File: config.mk
export PLATFORM = sky130hd
export DESIGN_NAME = inta_ack_responder
export DESIGN_NICKNAME = d
export VERILOG_FILES = /design/src/rtl/inta_ack_responder.sv
export SDC_FILE = /design/constraint.sdc
export NUM_CORES = 1
export LEC_CHECK = 0
export ABC_AREA = 1
export ABC_CLOCK_PERIOD_IN_PS = 1800
export CAP_MARGIN = 20
export CORE_ASPECT_RATIO = 0.6
export CORE_UTILIZATION = 46
export DETAILED_ROUTE_END_ITERATION = 12
export PLACE_DENSITY = 0.81
export SLEW_MARGIN = 40
export SYNTH_ARGS = -nofsm -noshare
export SYNTH_HDL_FRONTEND = slang
export SYNTH_SLANG_ARGS = --single-unit
File: constraint.sdc
create_clock -name CLK -period 1.8 [get_ports CLK]
set_input_delay 0.36 -clock CLK [delete_from_list [all_inputs] [get_ports CLK]]
set_output_delay 0.36 -clock CLK [all_outputs]
set_load 0.02 [all_outputs]
File: src/rtl/inta_ack_responder.sv
// Interrupt-acknowledge responder for an 8259-style PIC (8086 two-pulse INTA).
// Optional auto-EOI clear pulse (ISR_CLR) is built when AUTO_EOI_EN is defined.
module inta_ack_responder #(
    parameter int         SYNC_STAGES    = 2,
    parameter logic [2:0] SPURIOUS_LEVEL = 3'd7
) (
    input  logic       CLK,
    input  logic       RST_N,
    input  logic       INTA_N,
    input  logic       SP_EN,
    input  logic [7:0] ICW3,
    input  logic [4:0] ICW2_T,
    input  logic       INT_REQ_VALID,
    input  logic [2:0] INT_LEVEL,
    input  logic [2:0] CAS_IN,
    output logic       INT,
    output logic [2:0] CAS_OUT,
    output logic       CAS_OE,
    output logic [7:0] DATA_OUT,
    output logic       DATA_OE,
    output logic [7:0] ISR_SET,
    output logic       SELECTED
`ifdef AUTO_EOI_EN
    ,
    output logic [7:0] ISR_CLR
`endif
);

    localparam int SYNC_N = (SYNC_STAGES < 2) ? 2 : SYNC_STAGES;

    localparam logic [1:0] ST_IDLE = 2'd0;
    localparam logic [1:0] ST_ACK1 = 2'd1;
    localparam logic [1:0] ST_GAP  = 2'd2;
    localparam logic [1:0] ST_ACK2 = 2'd3;

    function automatic logic [7:0] onehot8(input logic [2:0] idx);
        onehot8 = 8'h01 << idx;
    endfunction

    logic [SYNC_N-1:0] sync_q;
    logic              prev_q;
    logic              fall_s, rise_s;
    logic [2:0]        new_lvl_s;

    logic [1:0] state_q, state_d;
    logic [2:0] lvl_q, lvl_d;
    logic       spur_q, spur_d;
    logic       int_q, int_d;
    logic [2:0] cas_out_q, cas_out_d;
    logic       cas_oe_q, cas_oe_d;
    logic [7:0] data_out_q, data_out_d;
    logic       data_oe_q, data_oe_d;
    logic [7:0] isr_set_q, isr_set_d;
    logic       sel_q, sel_d;
`ifdef AUTO_EOI_EN
    logic       issued_q, issued_d;
    logic [7:0] isr_clr_q, isr_clr_d;
`endif

    assign fall_s    = prev_q & ~sync_q[SYNC_N-1];
    assign rise_s    = ~prev_q & sync_q[SYNC_N-1];
    assign new_lvl_s = INT_REQ_VALID ? INT_LEVEL : SPURIOUS_LEVEL;

    // Synchroniser idles high so reset never fabricates an INTA edge.
    always_ff @(posedge CLK or negedge RST_N) begin
        if (!RST_N) begin
            sync_q <= {SYNC_N{1'b1}};
            prev_q <= 1'b1;
        end else begin
            sync_q <= {sync_q[SYNC_N-2:0], INTA_N};
            prev_q <= sync_q[SYNC_N-1];
        end
    end

    // Acknowledge sequencer: one state per qualified edge, all outputs registered.
    always_comb begin
        state_d    = state_q;
        lvl_d      = lvl_q;
        spur_d     = spur_q;
        cas_out_d  = cas_out_q;
        cas_oe_d   = cas_oe_q;
        data_out_d = data_out_q;
        data_oe_d  = data_oe_q;
        isr_set_d  = 8'h00;
        sel_d      = sel_q;
`ifdef AUTO_EOI_EN
        issued_d   = issued_q;
        isr_clr_d  = 8'h00;
`endif
        case (state_q)
            ST_IDLE: begin
                if (fall_s) begin
                    state_d = ST_ACK1;
                    lvl_d   = new_lvl_s;
                    spur_d  = ~INT_REQ_VALID;
                    sel_d   = 1'b0;
`ifdef AUTO_EOI_EN
                    issued_d = SP_EN & INT_REQ_VALID;
`endif
                    if (SP_EN && INT_REQ_VALID) begin
                        isr_set_d = onehot8(new_lvl_s);
                        cas_out_d = ICW3[new_lvl_s] ? new_lvl_s : 3'd0;
                        cas_oe_d  = ICW3[new_lvl_s];
                    end else begin
                        cas_out_d = 3'd0;
                        cas_oe_d  = 1'b0;
                    end
                end else begin
                    state_d = ST_IDLE;
                end
            end
            ST_ACK1: begin
                // Slave decides whether it is addressed from the cascade ID.
                if (rise_s) begin
                    state_d = ST_GAP;
                    if (!SP_EN && (CAS_IN == ICW3[2:0])) begin
                        sel_d     = 1'b1;
                        isr_set_d = spur_q ? 8'h00 : onehot8(lvl_q);
`ifdef AUTO_EOI_EN
                        issued_d  = ~spur_q;
`endif
                    end else begin
                        sel_d = 1'b0;
                    end
                end else begin
                    state_d = ST_ACK1;
                end
            end
            ST_GAP: begin
                if (fall_s) begin
                    state_d    = ST_ACK2;
                    data_out_d = {ICW2_T, lvl_q};
                    data_oe_d  = SP_EN ? ~cas_oe_q : sel_q;
                end else begin
                    state_d = ST_GAP;
                end
            end
            ST_ACK2: begin
                if (rise_s) begin
                    state_d    = ST_IDLE;
                    cas_out_d  = 3'd0;
                    cas_oe_d   = 1'b0;
                    data_out_d = 8'h00;
                    data_oe_d  = 1'b0;
                    sel_d      = 1'b0;
`ifdef AUTO_EOI_EN
                    isr_clr_d  = issued_q ? onehot8(lvl_q) : 8'h00;
                    issued_d   = 1'b0;
`endif
                end else begin
                    state_d = ST_ACK2;
                end
            end
            default: begin
                state_d = ST_IDLE;
            end
        endcase
        int_d = (state_d == ST_IDLE) & INT_REQ_VALID;
    end

    // State and output registers.
    always_ff @(posedge CLK or negedge RST_N) begin
        if (!RST_N) begin
            state_q    <= ST_IDLE;
            lvl_q      <= 3'd0;
            spur_q     <= 1'b0;
            int_q      <= 1'b0;
            cas_out_q  <= 3'd0;
            cas_oe_q   <= 1'b0;
            data_out_q <= 8'h00;
            data_oe_q  <= 1'b0;
            isr_set_q  <= 8'h00;
            sel_q      <= 1'b0;
`ifdef AUTO_EOI_EN
            issued_q   <= 1'b0;
            isr_clr_q  <= 8'h00;
`endif
        end else begin
            state_q    <= state_d;
            lvl_q      <= lvl_d;
            spur_q     <= spur_d;
            int_q      <= int_d;
            cas_out_q  <= cas_out_d;
            cas_oe_q   <= cas_oe_d;
            data_out_q <= data_out_d;
            data_oe_q  <= data_oe_d;
            isr_set_q  <= isr_set_d;
            sel_q      <= sel_d;
`ifdef AUTO_EOI_EN
            issued_q   <= issued_d;
            isr_clr_q  <= isr_clr_d;
`endif
        end
    end

    assign INT      = int_q;
    assign CAS_OUT  = cas_out_q;
    assign CAS_OE   = cas_oe_q;
    assign DATA_OUT = data_out_q;
    assign DATA_OE  = data_oe_q;
    assign ISR_SET  = isr_set_q;
    assign SELECTED = sel_q;
`ifdef AUTO_EOI_EN
    assign ISR_CLR  = isr_clr_q;
`endif

endmodule

# Word level (Yosys, flattened, before mapping)
# Cells that the tools add are included.
[totals]
register_bits = 32
latch_bits = 0
mem_bits_rw = 0
rom_bits = 0
input_bits = 24
wordCells = 75
n_memories = 0
[op_classes]
add_sub_neg = 0
mul = 0
div = 0
n_lt_le_gt_ge = 1
eq_ne = 8
shift = 2
muxes = 33
n_bitwise = 7
reduce_logical = 12
[ops]
columns = ["operator", "count"]
rows = [
  ["$mux 8", 7],
  ["$pmux 8 s2", 2],
  ["$shl 1x3->8 const A", 2],
  ["$mux 3", 5],
  ["$mux 1", 11],
  ["$ne 2x2->1 const B", 4],
  ["$pmux 2 s4", 1],
  ["$pmux 3 s2", 1],
  ["$reduce_and 3->1", 2],
  ["$eq 2x2->1 const B", 2],
  ["$logic_not 2->1", 2],
  ["$lt 3x4->1 const B", 1],
  ["$mux 2", 2],
  ["$not 1->1", 4],
  ["$pmux 1 s2", 2],
  ["$reduce_and 4->1", 1],
  ["$reduce_bool 2->1", 2],
  ["$and 1x1->1", 3],
  ["$bmux 1 s3", 1],
  ["$eq 3x3->1", 1],
  ["$pmux 1 s3", 1],
  ["$reduce_bool 3->1", 1],
  ["$eq 2x1->1 const B", 1],
  ["$logic_and 1x1->1", 2],
  ["other kinds (2)", 2],
]

# Logic depth before layout (Yosys ltp)
# Gate-level depths: netlist of the first run.
[logic_depth]
depth_word = 7
ltp_mapped = 9
depth_no_buf = 9

# Worst setup path after synthesis of the first run
# OpenSTA, ideal clock, no wires.
[synth_timing]
kind = "reg-to-reg"
start = "register prev_q"
end = "register isr_set_q[4], in the netlist ISR_SET[4]"
setup_time_ns = 0.083
arrival_time_ns = 1.279
required_ns = 1.717
setup_slack_ns = 0.438
path_stages_with_launch = 7
synth_period_minus_slack_ns = 1.362
path_cell_list = "dfstp_2 > inv_2 > nor2_8 > nand2_4 > nor3_4 > nand2_1 > o22ai_1"
[synth_between]
elab_chain_len = 4
[synth_rtl]
columns = ["item", "line", "rtl"]
rows = [
  ["start: declaration", "41", "logic prev_q;"],
  ["start signal: assignment", "71", "prev_q <= sync_q[SYNC_N-1];"],
  ["$not 1->1", "61", "assign rise_s = ~prev_q & sync_q[SYNC_N-1];"],
  ["$and 1x1->1", "61", ""],
  ["$mux 8", "114", "if (rise_s) begin"],
  ["$pmux 8 s2 *", "90", "case (state_q)"],
  ["via isr_set_d[4]", "53", "logic [7:0] isr_set_q, isr_set_d;"],
  ["end signal: assignment", "187", "isr_set_q <= isr_set_d;"],
  ["end: declaration", "53", ""],
]
# Mark *: on every way through the listed nets, which the timed path passes. The rest lies on a longest branch.
# A chain may end at the register's enable or synchronous reset.

# Worst setup path in the final report of the first run
[layout_timing]
start = "register cas_oe_q, in the netlist CAS_OE"
end = "output CAS_OE"
[layout_rtl]
columns = ["item", "line", "rtl"]
rows = [
  ["start: declaration", "50", "logic cas_oe_q, cas_oe_d;"],
  ["start signal: assignment", "184", "cas_oe_q <= cas_oe_d;"],
  ["end: declaration", "18", "output logic CAS_OE,"],
]
# No word-level cell between the ends.

==> results of run 1 <==
[cell type report]
cell class	count	area share, %
sequential	32	37.1
multi-input combinational	119	27.8
timing repair buffer	52	23.3
inverter	25	4.33
clock buffer	6	3.35
tap	42	2.42
clock inverter	2	1.62
[metal layers]
| layer | up-vias | routed length [um] |
|---|---|---|
| li1 | 689 | - |
| met1 | 651 | 1600 |
| met2 | 69 | 1600 |
| met3 | 7 | 304 |
| met4 | 0 | 65 |
| met5 | - | 0 |
[through the flow]
stage / TNS (ns) / util (%) / std cells / hold slack, ns
CTS: 0 / 72.6 / 278 / 0.356
global route: 0 / 72.6 / 278 / 0.359
finish: 0 / 72.6 / 278 / 0.355
global placement: 0 / 69.0 / 270 / 0.347
detailed placement: -0.114 / 69.0 / 270 / 0.347
floorplan: 0 / - / 177 / 0.0644
[path summary, 6_finish.rpt]
kind,from,slack (ns),end,cells past startpoint
min in group asynchronous,RST_N,0.46,ISR_SET[2],2
max in group asynchronous,RST_N,1.01,prev_q,2
min,sync_q[0],0.36,sync_q[1],0
max reg2reg,sync_q[1],0.20,ISR_SET[3],6
max,CAS_OE,0.16,CAS_OE,1
min reg2reg,sync_q[0],0.36,sync_q[1],0
[state kept, by name, indices dropped and copies added, names as in the netlist]
name / cells
INT: 1
ISR_SET: 8
state_q: 2
prev_q: 1
SELECTED: 1
sync_q: 2
CAS_OUT: 3
spur_q: 1
CAS_OE: 1
DATA_OUT: 8
DATA_OE: 1
lvl_q: 3
[report_power, final]
group	leakage, uW	switching, uW	internal (uW)
clock network	0.0000552	257	410
registers	0.000411	144	920
logic	0.000596	501	415
[cell families after synthesis]
logic type,count (synthesis),synth area share [%]
simple gates,98,32.0
xor+xnor,1,0.582
flops,32,53.4
compound gates,20,7.48
buf+inv,26,6.56
[cells in the mapped netlist]
library cell   n  share of area, %
nor2_2         3               1.2
nor2_8         1               1.3
nand4_1        4               1.7
inv_2          2              0.50
nand2_1       49                12
nand2_2        2              0.83
o21bai_1       1              0.50
nand2_4        1              0.75
a21oi_1        2              0.66
xor2_1         1              0.58
nor3_4         1               1.1
dfstp_2        3               5.2
o22ai_1        6               2.5
o21ai_1        6               2.0
buf_2          1              0.33
nand3_1       25               8.3
nor2_4         2               1.5
dfrtp_1       29                48
inv_1         23               5.7
nand3_2        1              0.66
o21ai_0        4               1.3
o211ai_1       1              0.50
nor3_1         2              0.66
nor2_1         7               1.7
==> metrics.csv, run 1 <==
stage;metric;value;unit
flow_run;maxCapViolCount;0;
cts;postCtsSetupRepairBufs;0;
cts;clk_pin_slew;0.06;ns
cts;cts_tree;yes;
finish;final_nets;259;
timing;setup_violations;0;
timing;setup_ws;0.159;ns
timing;rsz0062_at_grt;no;
global_routing;grt.total_usage;24.2;%
logic_synthesis;postSynthAreaPerCell;8.51;sq um
place;gp_congestion;0.918;
global_routing;grt_pass1_vias;1276;
floorplan;die_width;75.9;um
timing;max-slew-margin-rel;74.3;%
cts;ctsHoldBuffers;0;
cts;ctsLongestPathBuffers;2;
cts;cts_resized;0;
power_and_ir_drop;fin_total_pwr;2650;uW
cts;cts_sinks;32;
finish;post_route_cells_drive_above_1_share;12.3;%
worst_setup_path;critPathTopFamily;buffers and inverters;
power_and_ir_drop;powerDensity;1220;nW/um^2
global_routing;use_met2;35.6;%
timing;report.final.slew_viol_count;0;
routing;routed_wl;3.58;mm
routing;via_count;1416;
place;placed_area;2060;sq um
finish;layout_common_cells;nand2_1, clkdlybuf4s50_1, dfrtp_1;
worst_setup_path;crit_slowest_cell;clkdlybuf4s50_1;
floorplan;pin_count;47;
worst_setup_path;path_buf_inv;1;
finish;multiInputGateArea;603;sq um
cts;cts_inserted_buffers;5;
routing;drt_iter0_markers;132;
logic_synthesis;syn_nets;201;
worst_setup_path;worst_path_largest_cell_delay;0.63;ns
routing;drc;0;
place;numPortBuffers;46;
logic_synthesis;synth_seq_cells;32;
logic_synthesis;ys_warn_count;0;
floorplan;initial_core_util;50.5;%
worst_setup_path;crit_type;reg2out;
routing;firstDrtPassIters;4;
finish;diodes;0;
global_routing;busiest_layer;met2;
logic_synthesis;synth_cell_type_count;24;
timing;finalCritPeriodShare;91.1;%
place;dp_slack;-0.0289;ns
place;dpl.hpwl;2.66;mm
timing;fin_worst_skew;0.00330;ns
timing;hold_viol;0;
global_routing;gr-usage-met3;9.63;%
worst_hold_path;hp-class;reg2reg;
worst_setup_path;crit_path_end_kind;primary output;
worst_setup_path;cp-start-kind;register;
global_routing;grt_pass1_wl;5.85;mm
worst_setup_path;path_cells;clkdlybuf4s50_1;
power_and_ir_drop;p_leak;0.00106;uW
global_routing;overflow;0;
routing;ant_nets;0;
global_routing;grt_antenna_before_repair;0;
worst_setup_path;cp.required;1.44;ns
timing;fmax;0.610;GHz
status;status;complete, no violations;
global_routing;grt_max_degree;33;
floorplan;dieHeight;46.3;um
finish;fin_area;2170;sq um
logic_synthesis;yosysSeqAreaShare;53.4;%
routing;drt-wirelength-per-cell;12.9;um
worst_setup_path;critPathMaxFanout;3;
routing;via_per_inst;5.09;
floorplan;dieArea;3520;sq um
floorplan;placementRows;15;
finish;seq_area;805;sq um
cts;clk-insertion-delay-late;0.28;ns
cts;cts_root_buf;clkbuf_8;
floorplan;core_area;2980;sq um
finish;fillers;205;
logic_synthesis;synth_area;1510;sq um
worst_setup_path;worst_ep_arrival_time;1.28;ns
timing;tightest_slew;0.386;ns
power_and_ir_drop;ir_drop;873;uV
timing;fin_crit;1.64;ns
global_routing;met1_usage;32.2;%
finish;final_common_cell;nand2_1;
logic_synthesis;synthCells;177;
finish;synthToLayoutAreaGrowth;43.9;%
cts;htreeDepth;2;
Note: power is estimated with default switching activity, not from simulation.
==> run 2, diff against run 1 <==
CORE_UTILIZATION = 48   (was 46)
CTS_BUF_LIST = sky130_fd_sc_hd__clkbuf_8   (was default)
PLACE_DENSITY = 0.84   (was 0.81)
SLEW_MARGIN = 20   (was 40)
==> metrics.csv, run 2 (synthesis results as in run 1) <==
stage;metric;value;unit;change
finish;fillers;235;;was 205
power_and_ir_drop;p_leak;0.00107;uW;was 0.00106 uW
floorplan;placementRows;15;;unchanged
finish;synthToLayoutAreaGrowth;45.1;%;was 43.9%
timing;fmax;0.601;GHz;was 0.610 GHz
global_routing;grt_antenna_before_repair;0;;unchanged
timing;fin_worst_skew;0.00788;ns;was 0.00330 ns
cts;cts_resized;0;;unchanged
place;numPortBuffers;46;;unchanged
floorplan;dieArea;3370;sq um;was 3520 sq um
finish;post_route_cells_drive_above_1_share;12.7;%;was 12.3%
finish;diodes;0;;unchanged
timing;whs;0.357;ns;was 0.355 ns
routing;drt-wirelength-per-cell;12.8;um;was 12.9 um
timing;setup_violations;0;;unchanged
flow_run;maxCapViolCount;0;;unchanged
place;gp_congestion;0.873;;was 0.918
worst_setup_path;crit_slowest_cell;clkdlybuf4s50_1;;unchanged
power_and_ir_drop;powerDensity;1250;nW/um^2;was 1220 nW/um^2
routing;routed_wl;3.56;mm;was 3.58 mm
worst_setup_path;worst_ep_arrival_time;1.30;ns;was 1.28 ns
timing;tightest_slew;0.379;ns;was 0.386 ns
routing;drt_iter0_markers;97;;was 132
worst_setup_path;path_cells;clkdlybuf4s50_1;;unchanged
worst_setup_path;worst_path_largest_cell_delay;0.62;ns;was 0.63 ns
cts;clk_pin_slew;0.07;ns;was 0.06 ns
timing;finalCritPeriodShare;92.4;%;was 91.1%
cts;ctsLongestPathBuffers;2;;unchanged
worst_hold_path;hp-class;reg2reg;;unchanged
worst_setup_path;path_buf_inv;1;;unchanged
routing;via_count;1391;;was 1416
worst_setup_path;critPathMaxFanout;3;;unchanged
timing;rsz0062_at_grt;no;;unchanged
global_routing;grt_pass1_wl;5.70;mm;was 5.85 mm
timing;fin_crit;1.66;ns;was 1.64 ns
global_routing;overflow;0;;unchanged
cts;postCtsSetupRepairBufs;0;;unchanged
status;status;complete, no violations;;unchanged
finish;fin_util;74.7;%;was 72.6%
finish;final_common_cell;nand2_1;;unchanged
cts;htreeDepth;2;;unchanged
place;dp.cells;270;;unchanged
worst_setup_path;critPathTopFamily;buffers and inverters;;unchanged
routing;ant_nets;0;;unchanged
finish;instances_no_fill;278;;unchanged
global_routing;grt_max_degree;33;;unchanged
power_and_ir_drop;ir_drop;863;uV;was 873 uV
floorplan;die_width;74.3;um;was 75.9 um
floorplan;initial_core_util;51.5;%;was 50.5%
finish;final_nets;259;;unchanged
global_routing;grt_pass1_vias;1254;;was 1276
cts;cts_inserted_buffers;5;;unchanged
routing;firstDrtPassIters;4;;unchanged
timing;hold_viol;0;;unchanged
finish;layout_common_cells;nand2_1, clkdlybuf4s50_1, dfrtp_1;;unchanged
worst_setup_path;crit_type;reg2out;;unchanged
place;dpl.hpwl;2.64;mm;was 2.66 mm
floorplan;pin_count;47;;unchanged
floorplan;core_area;2930;sq um;was 2980 sq um
cts;cts_tree;yes;;unchanged
cts;cts_root_buf;clkbuf_8;;unchanged
timing;report.final.slew_viol_count;0;;unchanged
routing;drc;0;;unchanged
worst_setup_path;crit_path_end_kind;primary output;;unchanged
worst_setup_path;cp.required;1.44;ns;about the same
floorplan;dieHeight;45.4;um;was 46.3 um
cts;cts_sinks;32;;unchanged
routing;via_per_inst;5.00;;was 5.09
cts;clk-insertion-delay-late;0.29;ns;was 0.28 ns
worst_setup_path;cp-start-kind;register;;unchanged
timing;max-slew-margin-rel;74.7;%;was 74.3%
cts;ctsHoldBuffers;0;;unchanged
global_routing;grt.total_usage;24.7;%;was 24.2%
-- run 2: cell types whose count changed in the layout (fill, tap and decap cells not counted) --
cell / change
clkinv_2: -1
clkbuf_8: +2
clkbuf_1: -1
-- run 2: path summary, 6_finish.rpt --
kind / start / end / slack, ns / depth (start not counted)
worst min-delay path: sync_q[0] / sync_q[1] / 0.36 / 0
worst max-delay path: CAS_OE / CAS_OE / 0.14 / 1
worst min register to register: sync_q[0] / sync_q[1] / 0.36 / 0
min in group asynchronous: RST_N / ISR_SET[4] / 0.46 / 2
max in group asynchronous: RST_N / sync_q[0] / 1.01 / 2
worst max register to register: prev_q / ISR_SET[4] / 0.22 / 6
-- run 2: metrics by stage --
step	setup TNS [ns]	setup slack (ns)	area, sq um	total power [uW]
2_1_floorplan	0	0.438	1510	1540
3_3_place_gp	0	0.0275	2060	1960
3_5_place_dp	-0.110	-0.0355	2060	1990
4_1_cts	0	0.136	2190	2740
5_1_grt	0	0.0768	2190	2880
6_report	0	0.136	2190	2740
-- run 2: routing by layer --
layer,track usage (%),vias to the layer above,wire length [um]
li1,-,698,-
met2,39.1,66,1540
met4,11.3,0,82
met1,31.0,618,1630
met3,8.63,9,304
met5,0,-,0
-- run 2: layout make-up --
type / count / area (sq um) / share of cell area, %
Inverter: 25 / 93.8 / 4.29
Timing Repair Buffer: 52 / 505 / 23.1
Multi-Input combinational cell: 119 / 603 / 27.6
Clock buffer: 7 / 96.3 / 4.41
Sequential cell: 32 / 805 / 36.8
Tap cell: 42 / 52.6 / 2.40
Clock inverter: 1 / 30.0 / 1.37
-- run 2: where the power goes --
part,internal [uW],switching (uW),leakage [uW],total (uW)
logic,415,507,0.000596,921
registers,920,143,0.000411,1060
clock network,488,266,0.0000645,754
total,1820,915,0.00107,2740
